## src/rtl/fetch_queue_unit.sv

```systemverilog
// ---------------------------------------------------------------------------
// fetch_queue_unit
//
// Instruction-fetch stage. Owns the word-aligned program counter, issues
// pipelined reads to a synchronous instruction memory (data returns one
// enabled cycle after the request), buffers returned words in a DEPTH-entry
// prefetch queue and presents the queue head to decode. Conditional branches
// are resolved here; a taken branch flushes the queue, drops any in-flight
// response and redirects the PC.
//
// Optional feature macro: FETCH_BRANCH_STATS_EN
//   When defined, adds saturating taken / not-taken branch counters.
//
// Ports
//   clk             core clock
//   reset           asynchronous, active-high reset
//   clk_en          global enable; when low all state holds and nothing issues
//   halt            stop request from decode (latched into the FSM)
//   imem_a          instruction memory byte address {pc, 2'b00}
//   imem_en         read request this cycle (combinational)
//   imem_v          read data, valid the enabled cycle after the request
//   instr_valid     queue head valid
//   instr_ready     decode accepts the head
//   instr_data      queue head word
//   instr_pc        byte address of the queue head
//   br_valid        branch resolved this cycle
//   br_cond         condition code (0..15)
//   br_flags        {N,Z,C,V}
//   br_target       branch byte target (bits [1:0] ignored)
//   halted          halt taken and queue drained
//   br_taken_cnt    (FETCH_BRANCH_STATS_EN) saturating taken count
//   br_nottaken_cnt (FETCH_BRANCH_STATS_EN) saturating not-taken count
//   dbg_state       current FSM state (0 RUN, 1 HALT_DRAIN, 2 HALTED)
//
// Handshakes: instr_valid/instr_ready is a strict valid/ready pair. The head
// is consumed at an enabled rising edge where both are high; instr_valid
// never depends on instr_ready, and the head stays stable until consumed or
// flushed by a taken branch.
// ---------------------------------------------------------------------------
module fetch_queue_unit #(
    parameter int                ADDR_W   = 32,
    parameter int                DEPTH    = 4,
    parameter logic [ADDR_W-1:0] RESET_PC = '0
) (
    input  logic              clk,
    input  logic              reset,
    input  logic              clk_en,
    input  logic              halt,
    output logic [ADDR_W-1:0] imem_a,
    output logic              imem_en,
    input  logic [31:0]       imem_v,
    output logic              instr_valid,
    input  logic              instr_ready,
    output logic [31:0]       instr_data,
    output logic [ADDR_W-1:0] instr_pc,
    input  logic              br_valid,
    input  logic [3:0]        br_cond,
    input  logic [3:0]        br_flags,
    input  logic [ADDR_W-1:0] br_target,
    output logic              halted,
`ifdef FETCH_BRANCH_STATS_EN
    output logic [31:0]       br_taken_cnt,
    output logic [31:0]       br_nottaken_cnt,
`endif
    output logic [1:0]        dbg_state
);

    localparam int PW = ADDR_W - 2;           // word-index width of the PC
    localparam int AW = $clog2(DEPTH);        // queue pointer width
    localparam int CW = $clog2(DEPTH) + 1;    // occupancy width (0..DEPTH)
    localparam logic [CW:0] DEPTH_C = (CW+1)'(DEPTH);

    typedef enum logic [1:0] {
        ST_RUN        = 2'd0,
        ST_HALT_DRAIN = 2'd1,
        ST_HALTED     = 2'd2
    } state_t;

    state_t          r_state;
    logic            r_halted;
    logic [PW-1:0]   r_pc;
    logic [PW-1:0]   r_req_pc;     // PC of the request whose data is in flight
    logic            r_inflight;
    logic [CW-1:0]   r_count;
    logic [AW-1:0]   r_rd_ptr;
    logic [AW-1:0]   r_wr_ptr;
    logic [31:0]     r_q_data [DEPTH];
    logic [PW-1:0]   r_q_pc   [DEPTH];

    logic            w_cond_true;
    logic            w_taken;
    logic [CW:0]     w_occ;
    logic            w_room;
    logic            w_issue;
    logic            w_push;
    logic            w_pop;
    logic            w_flag_n;
    logic            w_flag_z;
    logic            w_flag_c;
    logic            w_flag_v;
    logic            w_unused_bits;

    assign w_flag_n = br_flags[3];
    assign w_flag_z = br_flags[2];
    assign w_flag_c = br_flags[1];
    assign w_flag_v = br_flags[0];

    // Byte-offset bits of the target are meaningless for word fetch.
    assign w_unused_bits = &{1'b0, br_target[1:0]};

    // Condition evaluation against {N,Z,C,V}.
    always_comb begin
        w_cond_true = 1'b0;
        case (br_cond)
            4'd0:  w_cond_true = w_flag_z;
            4'd1:  w_cond_true = ~w_flag_z;
            4'd2:  w_cond_true = w_flag_c;
            4'd3:  w_cond_true = ~w_flag_c;
            4'd4:  w_cond_true = w_flag_n;
            4'd5:  w_cond_true = ~w_flag_n;
            4'd6:  w_cond_true = w_flag_v;
            4'd7:  w_cond_true = ~w_flag_v;
            4'd8:  w_cond_true = w_flag_c & ~w_flag_z;
            4'd9:  w_cond_true = ~w_flag_c | w_flag_z;
            4'd10: w_cond_true = (w_flag_n == w_flag_v);
            4'd11: w_cond_true = (w_flag_n != w_flag_v);
            4'd12: w_cond_true = ~w_flag_z & (w_flag_n == w_flag_v);
            4'd13: w_cond_true = w_flag_z | (w_flag_n != w_flag_v);
            4'd14: w_cond_true = 1'b1;
            default: w_cond_true = 1'b0;
        endcase
    end

    // Branches only act while running and on enabled cycles.
    assign w_taken = clk_en & br_valid & w_cond_true & (r_state == ST_RUN);

    // A new request reserves a queue slot: occupancy plus the response that
    // lands this cycle must leave room, so the tail can never overflow.
    assign w_occ   = {1'b0, r_count} + {{CW{1'b0}}, r_inflight};
    assign w_room  = (w_occ < DEPTH_C);
    assign w_issue = ~reset & clk_en & (r_state == ST_RUN) & w_room & ~w_taken;

    // A taken branch in the same cycle discards the arriving response.
    assign w_push  = clk_en & r_inflight & ~w_taken;
    assign w_pop   = clk_en & instr_valid & instr_ready;

    assign imem_en     = w_issue;
    assign imem_a      = {r_pc, 2'b00};
    assign instr_valid = (r_count != '0);
    assign instr_data  = r_q_data[r_rd_ptr];
    assign instr_pc    = {r_q_pc[r_rd_ptr], 2'b00};
    assign halted      = r_halted;
    assign dbg_state   = r_state;

    // PC, in-flight tracking and prefetch queue.
    always_ff @(posedge clk or posedge reset) begin
        if (reset) begin
            r_pc       <= RESET_PC[ADDR_W-1:2];
            r_req_pc   <= '0;
            r_inflight <= 1'b0;
            r_count    <= '0;
            r_rd_ptr   <= '0;
            r_wr_ptr   <= '0;
            for (int i = 0; i < DEPTH; i++) begin
                r_q_data[i] <= '0;
                r_q_pc[i]   <= '0;
            end
        end else if (clk_en) begin
            r_inflight <= w_issue;
            if (w_issue) begin
                r_pc     <= r_pc + PW'(1);
                r_req_pc <= r_pc;
            end
            if (w_taken) begin
                // Flush wins over any same-cycle push or pop.
                r_pc     <= br_target[ADDR_W-1:2];
                r_count  <= '0;
                r_rd_ptr <= '0;
                r_wr_ptr <= '0;
            end else begin
                if (w_push) begin
                    r_q_data[r_wr_ptr] <= imem_v;
                    r_q_pc[r_wr_ptr]   <= r_req_pc;
                    r_wr_ptr           <= r_wr_ptr + AW'(1);
                end
                if (w_pop) begin
                    r_rd_ptr <= r_rd_ptr + AW'(1);
                end
                case ({w_push, w_pop})
                    2'b10:   r_count <= r_count + CW'(1);
                    2'b01:   r_count <= r_count - CW'(1);
                    default: r_count <= r_count;
                endcase
            end
        end
    end

    // Run / halt control. HALTED is terminal until reset.
    always_ff @(posedge clk or posedge reset) begin
        if (reset) begin
            r_state  <= ST_RUN;
            r_halted <= 1'b0;
        end else if (clk_en) begin
            case (r_state)
                ST_RUN: begin
                    if (halt) begin
                        r_state <= ST_HALT_DRAIN;
                    end
                end
                ST_HALT_DRAIN: begin
                    if ((r_count == '0) && !r_inflight) begin
                        r_state  <= ST_HALTED;
                        r_halted <= 1'b1;
                    end
                end
                ST_HALTED: begin
                    r_state  <= ST_HALTED;
                    r_halted <= 1'b1;
                end
                default: begin
                    r_state  <= ST_RUN;
                    r_halted <= 1'b0;
                end
            endcase
        end
    end

`ifdef FETCH_BRANCH_STATS_EN
    logic [31:0] r_taken_cnt;
    logic [31:0] r_nottaken_cnt;

    // Saturating outcome counters for branches resolved while running.
    always_ff @(posedge clk or posedge reset) begin
        if (reset) begin
            r_taken_cnt    <= '0;
            r_nottaken_cnt <= '0;
        end else if (clk_en && br_valid && (r_state == ST_RUN)) begin
            if (w_cond_true) begin
                if (r_taken_cnt != 32'hFFFF_FFFF) begin
                    r_taken_cnt <= r_taken_cnt + 32'd1;
                end
            end else begin
                if (r_nottaken_cnt != 32'hFFFF_FFFF) begin
                    r_nottaken_cnt <= r_nottaken_cnt + 32'd1;
                end
            end
        end
    end

    assign br_taken_cnt    = r_taken_cnt;
    assign br_nottaken_cnt = r_nottaken_cnt;
`endif

endmodule
```

## config.mk

```make
export PLATFORM = sky130hd
export DESIGN_NAME = fetch_queue_unit
export DESIGN_NICKNAME = d
export VERILOG_FILES = /design/src/rtl/fetch_queue_unit.sv
export SDC_FILE = /design/constraint.sdc
export NUM_CORES = 1
export LEC_CHECK = 0
export BUFFER_PORTS_ARGS = -buffer_cell sky130_fd_sc_hd__clkbuf_2
export CORE_MARGIN = 2
export CORE_UTILIZATION = 40
export CTS_CLUSTER_DIAMETER = 200
export DETAILED_ROUTE_END_ITERATION = 16
export PLACE_DENSITY = 0.59
export SLEW_MARGIN = 0
export SYNTH_ARGS = -nofsm -noshare
export SYNTH_HDL_FRONTEND = slang
export SYNTH_SLANG_ARGS = --single-unit
```

## constraint.sdc

```tcl
create_clock -name clk -period 16.36 [get_ports clk]
set_clock_uncertainty 0.15 [all_clocks]
set_input_delay 3.272 -clock clk [delete_from_list [all_inputs] [get_ports clk]]
set_output_delay 3.272 -clock clk [all_outputs]
set_load 0.005 [all_outputs]
```

Yosys cells after proc, flatten, opt, wreduce, memory -nomap -nowiden:

Index checks and enable logic that the tools add are counted.

* register bits after elaboration: 319

* bitwise logic cells: 24
* mux-type cells: 26
* $lt $le $gt $ge: 4
* eq/ne operators: 22
* add/subtract/negate cells: 6
* reductions and logical operators: 19

Operators with widths (count)
* $mux 30: 5
* $bwmux 128: 1
* $bwmux 120: 1
* $mux 32: 3
* $bmux 32 s2: 1
* $demux 32 s2: 1
* $bmux 30 s2: 1
* $demux 30 s2: 1
* $add 30x1->30 const B: 1
* $eq 4x4->1 const B: 7
* $eq 4x3->1 const B: 4
* $pmux 1 s15: 1
* $and 1x1->1: 13
* $mux 2: 6
* $reduce_and 2->1: 5
* $reduce_and 3->1: 3
* $eq 4x2->1 const B: 2
* $not 1->1: 7
* $ge 3x3->1 const B: 2
* $not 2->3: 2
* $pmux 2 s3: 1
* $pmux 3 s2: 1
* $reduce_bool 2->1: 3
* $reduce_bool 3->1: 2
* 21 further kinds: 27

Logic depth before layout (Yosys ltp):

Gate-level depths: netlist (run 1).

* depth after elaboration: 10
* mapped depth: 14
* gate-level depth less buffers: 12

Least setup slack after synthesis (run 1):

Ideal clock, no wire load.

* path type: input to output
* from: input br_cond[0]
* to: output imem_en
* path buffers: 3
* cell stages on the path: 8
* arrival: 4826 ps
* path slack: 8112 ps
* path through: buf_2 xor2_1 a21oi_1 nor3_1 o311a_1 buf_4 nor3_2 buf_2

* cells in the longest elaborated chain, start to end: 6

Ends and longest elaborated chain
* from (decl): RTL line 57 `input logic [3:0] br_cond,`
* $eq 4x4->1, or another cell as far along: RTL line 114 `case (br_cond)`
* $pmux 1 s15 *: RTL line 114
* $and 1x1->1 * (2 in a row): RTL line 135 `assign w_taken = clk_en & br_valid & w_cond_true & (r_state == ST_RUN);`
* $not 1->1 (no source line) *
* $and 1x1->1 *: RTL line 141 `assign w_issue = ~reset & clk_en & (r_state == ST_RUN) & w_room & ~w_taken;`
* to (decl): RTL line 50 `output logic imem_en,`

Every way passes the cells marked *; elsewhere a longest branch is shown, timed or not.

Final worst setup path (run 1):

* from: input br_flags[3]
* to: output imem_en

* cells in the longest elaborated chain, start to end: 7

Ends and longest elaborated chain
* from (decl): RTL line 58 `input logic [3:0] br_flags,`
* $ne 1x1->1 / $eq 1x1->1 (equally long branches)
* $or 1x1->1 / $and 1x1->1 (equally long branches): RTL line 128, 127
* $pmux 1 s15 *: RTL line 114
* $and 1x1->1 * (2 in a row): RTL line 135
* $not 1->1 (no source line) *
* $and 1x1->1 *: RTL line 141

Marks and branches as above.

==> results of run 1 <==
-- cells in the mapped netlist (all sizes together) (4+ instances only) --
library cell	n	area, sq um
clkbuf	9	33.8
xor2	8	70.1
dfrtp	319	7980
mux2	311	3500
and3	9	56.3
and4	4	35.0
nand3	18	90.1
nor4b	5	86.3
nor3	9	50.1
buf	46	309
nand4	7	43.8
mux4	62	1400
ha	7	87.6
a21oi	4	20.0
nand2	18	67.6
nor2	10	37.5
mux2i	4	40.0
inv	8	30.0
xnor2	27	236
-- metal layers --
layer  global-route usage [%]  up-vias  wire, um
met1                     23.3     4338     14500
met4                     4.38        0       509
met2                     28.0      150     15300
met5                        0        -         0
li1                         -     3710         -
met3                     3.42       42      1240
-- path summary, 6_finish.rpt --
kind / from / endpoint / depth (start not counted)
min in group asynchronous: reset / r_count[1] / 2
hold / removal: r_q_pc[47] / r_q_pc[47] / 1
max in group asynchronous: reset / r_q_data[72] / 3
setup / recovery: br_flags[3] / imem_en / 8
hold reg to reg: r_q_pc[47] / r_q_pc[47] / 1
setup reg to reg: dbg_state[0] / r_q_data[43] / 9
-- power breakdown --
part	internal (mW)	switching [mW]	total, mW
Combinational	0.503	0.287	0.790
Clock	0.511	0.316	0.827
Sequential	1.06	0.255	1.32
-- sequential cells by signal, indices dropped and copies added, names as in the netlist, 2 cells and up --
register / flops
r_q_data: 128
r_q_pc: 120
dbg_state: 2
r_req_pc: 30
r_wr_ptr: 2
r_pc: 30
r_rd_ptr: 2
r_count: 3
-- placed cells by master (no fill, tap or decap), drive strengths merged, types with 2 or more instances in the layout --
| master | n |
|---|---|
| conb | 4 |
| o22ai | 2 |
| a31oi | 2 |
| buf | 11 |
| nor2 | 10 |
| nand3 | 18 |
| o21ai | 2 |
| and4 | 4 |
| mux4 | 62 |
| mux2 | 311 |
| and3 | 9 |
| nand4 | 7 |
| clkbuf | 231 |
| and3b | 2 |
| a21oi | 4 |
| nor3 | 9 |
| nor2b | 2 |
| dfrtp | 319 |
| nand2 | 18 |
| xor2 | 8 |
| bufinv | 3 |
| nor4b | 5 |
| inv | 9 |
| ha | 7 |
| mux2i | 4 |
| xnor2 | 27 |
-- layout make-up --
class,count,share of cell area [%]
clock inverters,5,0.632
clock buffers,59,6.60
multi-input cells,530,35.9
repair buffers,183,5.68
flip-flops and latches,319,47.5
inverters,8,0.223
well taps,461,3.43
diodes,1,0.0149
-- metrics by stage --
| step | cell area [sq um] | power (mW) |
|---|---|---|
| floorplan | 14400 | 1.82 |
| global placement | 15600 | 2.12 |
| detailed placement | 15600 | 2.15 |
| CTS | 16800 | 2.99 |
| global route | 16800 | 3.12 |
| finish | 16800 | 2.94 |
-- cell families after synthesis --
group,Yosys count,share of synthesized area (%)
AOI/OAI and AO/OA,15,0.688
xor gates and xnor gates,35,2.13
adders and majority gates,8,0.749
buffers and inverters,63,2.60
DFF,319,55.6
muxes,377,34.4
other,1,0.0261
and+or+nand+nor,91,3.83
==> results.py, run 1 <==
metrics = {
    "finish": {
        "nets": 1165,
        "synthToLayoutAreaGrowth_pct": 17.2,
        "nFillCells": 3158,
        "drive_gt1_share_pct": 47.1,
        "multi_input_area_sq_um": 6050,
        "fin_util_pct": 47.4,
        "stdcell_count": 1566,
        "final-seq-area_sq_um": 7990,
    },
    "detailed_routing": {
        "drc": 0,
        "drtIter0Drc": 368,
        "vias": 8240,
        "wl_um": 31500,
        "wl_per_cell_um": 20.1,
        "routed_via_density": 5.26,
        "drtAntennaViolNets": 0,
        "drt-pass1-iter-count": 4,
    },
    "worst_setup_path": {
        "path_max_fanout": 32,
        "critical_path_required_ns": 12.94,
        "cpMaxStageDelayCell": "a41o_1",
        "cp-end-kind": "output pin",
        "cp.buffers_inverters": 3,
        "max_stage_delay_ns": 0.48,
        "worstSetupPathType": "primary input to output pin",
        "r2r_slack_ns": 12.37,
        "cp_top_family": "buffers and inverters",
        "crit_path_cell_trace": "clkbuf_2 -> xnor2_1 -> a22o_1 -> o22ai_1 -> a41o_1 -> nor3_4 -> buf_4 -> clkbuf_2",
        "arrival_ns": 5.39,
        "start_kind": "primary input",
        "crit_top_cell": "clkbuf_2",
    },
    "placement": {
        "dpl_worst_slack_ns": 7.50,
        "hpwl_um": 18800,
        "portBuffers": 172,
        "dpl.cell_count": 1501,
        "gp_congestion": 0.733,
    },
    "cts": {
        "htree_levels": 2,
        "post_cts_buffers": 0,
        "cts.sinks": 319,
        "cts_inserted_buffers": 37,
        "cts_resized": 0,
        "cts_hold_buf": 0,
        "cts_root_buffer": "clkbuf_16",
        "max-clock-path-buffers": 3,
        "cts.clk_slew.worst_paths_ns": 0.05,
        "cts_tree": "done",
        "clock_latency_ns": 0.53,
    },
    "synth": {
        "synth.avg_cell_area_sq_um": 15.8,
        "synthCells": 909,
        "ys.flop_type": "dfrtp_1",
        "synth_edf_count": 0,
        "yosysWarnings": 0,
        "ys_seq_area_share_pct": 55.6,
        "synth_area_sq_um": 14400,
        "synth_cell_type_count": 45,
        "synthArstFlopShare_pct": 100,
        "ys_ff_latch": 319,
    },
    "floorplan": {
        "die-area_sq_um": 37400,
        "die_w_um": 193,
        "die_h_um": 193,
        "boundaryPins": 179,
        "core_sq_um": 35500,
        "placementRows": 69,
        "initial_core_util_pct": 40.5,
    },
    "timing": {
        "fin_crit_ns": 8.82,
        "fin_tns_setup_ns": 0,
        "drv_slew": 0,
        "finalCritPeriodShare_pct": 53.9,
        "rsz0062_at_grt": "false",
        "slew_headroom_pct": 25.6,
        "worstMarginPinSlew_ns": 1.12,
        "setup_viol": 0,
        "whs_ns": 0.328,
        "fmax_mhz": 113,
        "finalHoldViolations": 0,
        "fin_ws_ns": 7.54,
    },
    "global_route": {
        "grtUsageTotal_pct": 17.1,
        "grt_pass1_vias": 8672,
        "antenna_found_initial": 1,
        "grt_overflow": 0,
        "grt_max_degree": 188,
        "grt_pass1_wl_um": 50700,
    },
    "power": {
        "leakage_nw": 8.05,
        "p_per_area_nw_per_um2": 175,
        "vdd_drop_max_mv": 0.109,
    },
    "worst_hold_path": {
        "hold_path_class": "register to register",
    },
    "flow_run": {
        "cap_violations": 0,
    },
    "run_status": {
        "status": "completed",
    },
}
No activity file was read; power rests on OpenSTA's default activity.
==> inputs of run 2 (changes only) <==
- PLACE_DENSITY: 0.59 -> 0.61
- clock period: 16.36 -> 7.08 ns (I/O delays scaled with it)
==> run 2 against run 1 <==
Net effect: global-route usage is 0.11 points lower; utilization is 0.11 points higher; via count is 0.24% lower; sequential share of layout area is 0.11 points lower; die area stayed put; largest cell class unchanged; non-clock buffer count is 3 higher; critical path depth is 2 lower.
==> results.py, run 2 (synthesized netlist as in run 1, its figures left out) <==
metrics = {
    "finish": {
        "synthToLayoutAreaGrowth_pct": 17.5,
        "final_common_cell": "dfrtp_1",
        "nets": 1168,
        "regMostFlops": "r_q_data",
        "layout_common_cells": "dfrtp_1, mux2_2, clkbuf_2",
        "largest_reg_flops": 128,
        "stdcell_count": 1566,
        "drive_gt1_share_pct": 48.0,
        "reg_top3": "r_q_data x128, r_q_pc x120",
        "diodes": 0,
    },
    "timing": {
        "slew_headroom_pct": 26.0,
        "fin_tns_setup_ns": 0,
        "setup_viol": 0,
        "finalCritPeriodShare_pct": 66.5,
        "drv_slew": 0,
        "fin_crit_ns": 4.71,
        "rsz0062_at_grt": "false",
        "finalHoldViolations": 0,
        "fmax_mhz": 213,
        "worstMarginPinSlew_ns": 1.11,
    },
    "power": {
        "p_per_area_nw_per_um2": 402,
        "leakage_nw": 8.09,
        "p_total_mw": 6.77,
        "vdd_drop_max_mv": 0.259,
    },
    "worst_hold_path": {
        "hold_path_class": "register to register",
        "hold_end": "r_q_pc[44]",
        "hold_depth": 1,
        "holdCritStartpoint": "r_q_pc[44]",
    },
    "worst_setup_path": {
        "start_kind": "primary input",
        "critical_path_required_ns": 5.51,
        "cpMaxStageDelayCell": "o311a_1",
        "r2r_end": "r_pc[20]",
        "reg2reg_from": "dbg_state[0]",
        "cp_top_family": "compound AO/OA/AOI/OAI gates",
        "crit_path_cell_trace": "clkbuf_2 -> xnor2_1 -> o22ai_1 -> o311a_1 -> nor3_4 -> clkbuf_2",
        "worstSetupPathType": "primary input to output pin",
        "arrival_ns": 3.14,
        "max_stage_delay_ns": 0.66,
        "cp-end-kind": "output pin",
        "ff2ff_path_depth": 8,
        "r2r_slack_ns": 3.70,
        "path_max_fanout": 12,
        "cp.buffers_inverters": 2,
        "crit_top_cell": "clkbuf_2",
    },
    "floorplan": {
        "initial_core_util_pct": 40.5,
        "die-area_sq_um": 37400,
        "placementRows": 69,
        "core_sq_um": 35500,
        "boundaryPins": 179,
        "die_h_um": 193,
        "die_w_um": 193,
    },
    "global_route": {
        "grt_pass1_wl_um": 50100,
        "antenna_found_initial": 1,
        "grt_overflow": 0,
        "grtUsageTotal_pct": 17.0,
        "grt_max_degree": 103,
        "grt_pass1_vias": 8647,
    },
    "detailed_routing": {
        "drt-pass1-iter-count": 4,
        "dr_wl_met3_um": 1270,
        "drtAntennaViolNets": 0,
        "routed_via_density": 5.25,
        "drc": 0,
        "top_layer": "met5",
        "vias": 8220,
        "wl_met1_um": 14400,
        "drtIter0Drc": 301,
        "wl_met2_um": 15100,
        "wl_per_cell_um": 20.0,
        "wl_um": 31400,
    },
    "cts": {
        "cts_hold_buf": 0,
        "cts.clk_slew.worst_paths_ns": 0.06,
        "htree_levels": 2,
        "max-clock-path-buffers": 3,
        "cts.sinks": 319,
        "cts_root_buffer": "clkbuf_16",
        "cts_resized": 0,
        "cts_tree": "done",
        "post_cts_buffers": 0,
        "clock_latency_ns": 0.51,
        "cts_inserted_buffers": 37,
    },
    "placement": {
        "gp_congestion": 0.754,
        "hpwl_um": 19200,
        "portBuffers": 172,
        "dpl.cell_count": 1504,
    },
    "flow_run": {
        "cap_violations": 0,
    },
    "run_status": {
        "status": "completed",
    },
}
-- run 2: layout make-up --
class | instances | area [sq um]
clock buffers | 53 | 1100
clock inverters | 9 | 120
fillers | 3144 | 18600
inverters | 8 | 33.8
multi-input cells | 530 | 6050
flip-flops and latches | 319 | 7990
well taps | 461 | 577
repair buffers | 186 | 1000
-- run 2: power by group --
group / internal [mW] / leakage [nW] / switching, mW
registers: 2.46 / 4.20 / 0.627
clock network: 1.18 / 0.607 / 0.727
logic: 1.16 / 3.28 / 0.619
total: 4.80 / 8.09 / 1.97
-- run 2: worst max-delay path by stage --
stage                      startpoint  slack [ns]  depth (start not counted)      endpoint
after floorplan                 reset        1.26                          1  dbg_state[0]
after global placement     br_cond[3]        2.41                          7       imem_en
after detailed placement   br_cond[2]        2.38                          7       imem_en
after CTS                  br_cond[2]        2.38                          7       imem_en
after global routing       br_cond[2]        2.23                          7       imem_en
final                     br_flags[0]        2.37                          6       imem_en
-- run 2: per-stage QoR --
stage	utilization [%]	setup WS [ns]	hold WS, ns	instance area (sq um)
3_3_place_gp	44.1	2.41	0.311	15700
2_1_floorplan	-	1.26	0.302	14400
4_1_cts	47.5	2.38	0.332	16900
3_5_place_dp	44.1	2.38	0.319	15700
6_report	47.5	2.37	0.327	16900
5_1_grt	47.5	2.23	0.344	16900
-- run 2: layer usage --
metal	global-route usage [%]	vias to the layer above
met2	27.8	151
li1	-	3694
met1	23.2	4321
met4	4.38	2
met5	0	-
met3	3.33	52
-- run 2: worst reg2reg max path, delay by kind of cell, from the launching register on --
kind	cells	cell delay, ns
buffers and inverters	1	0.09
and+or+nand+nor	4	1.97
DFF	1	0.40
adders and majority gates	1	0.22
xor gates and xnor gates	1	0.16
muxes	1	0.26
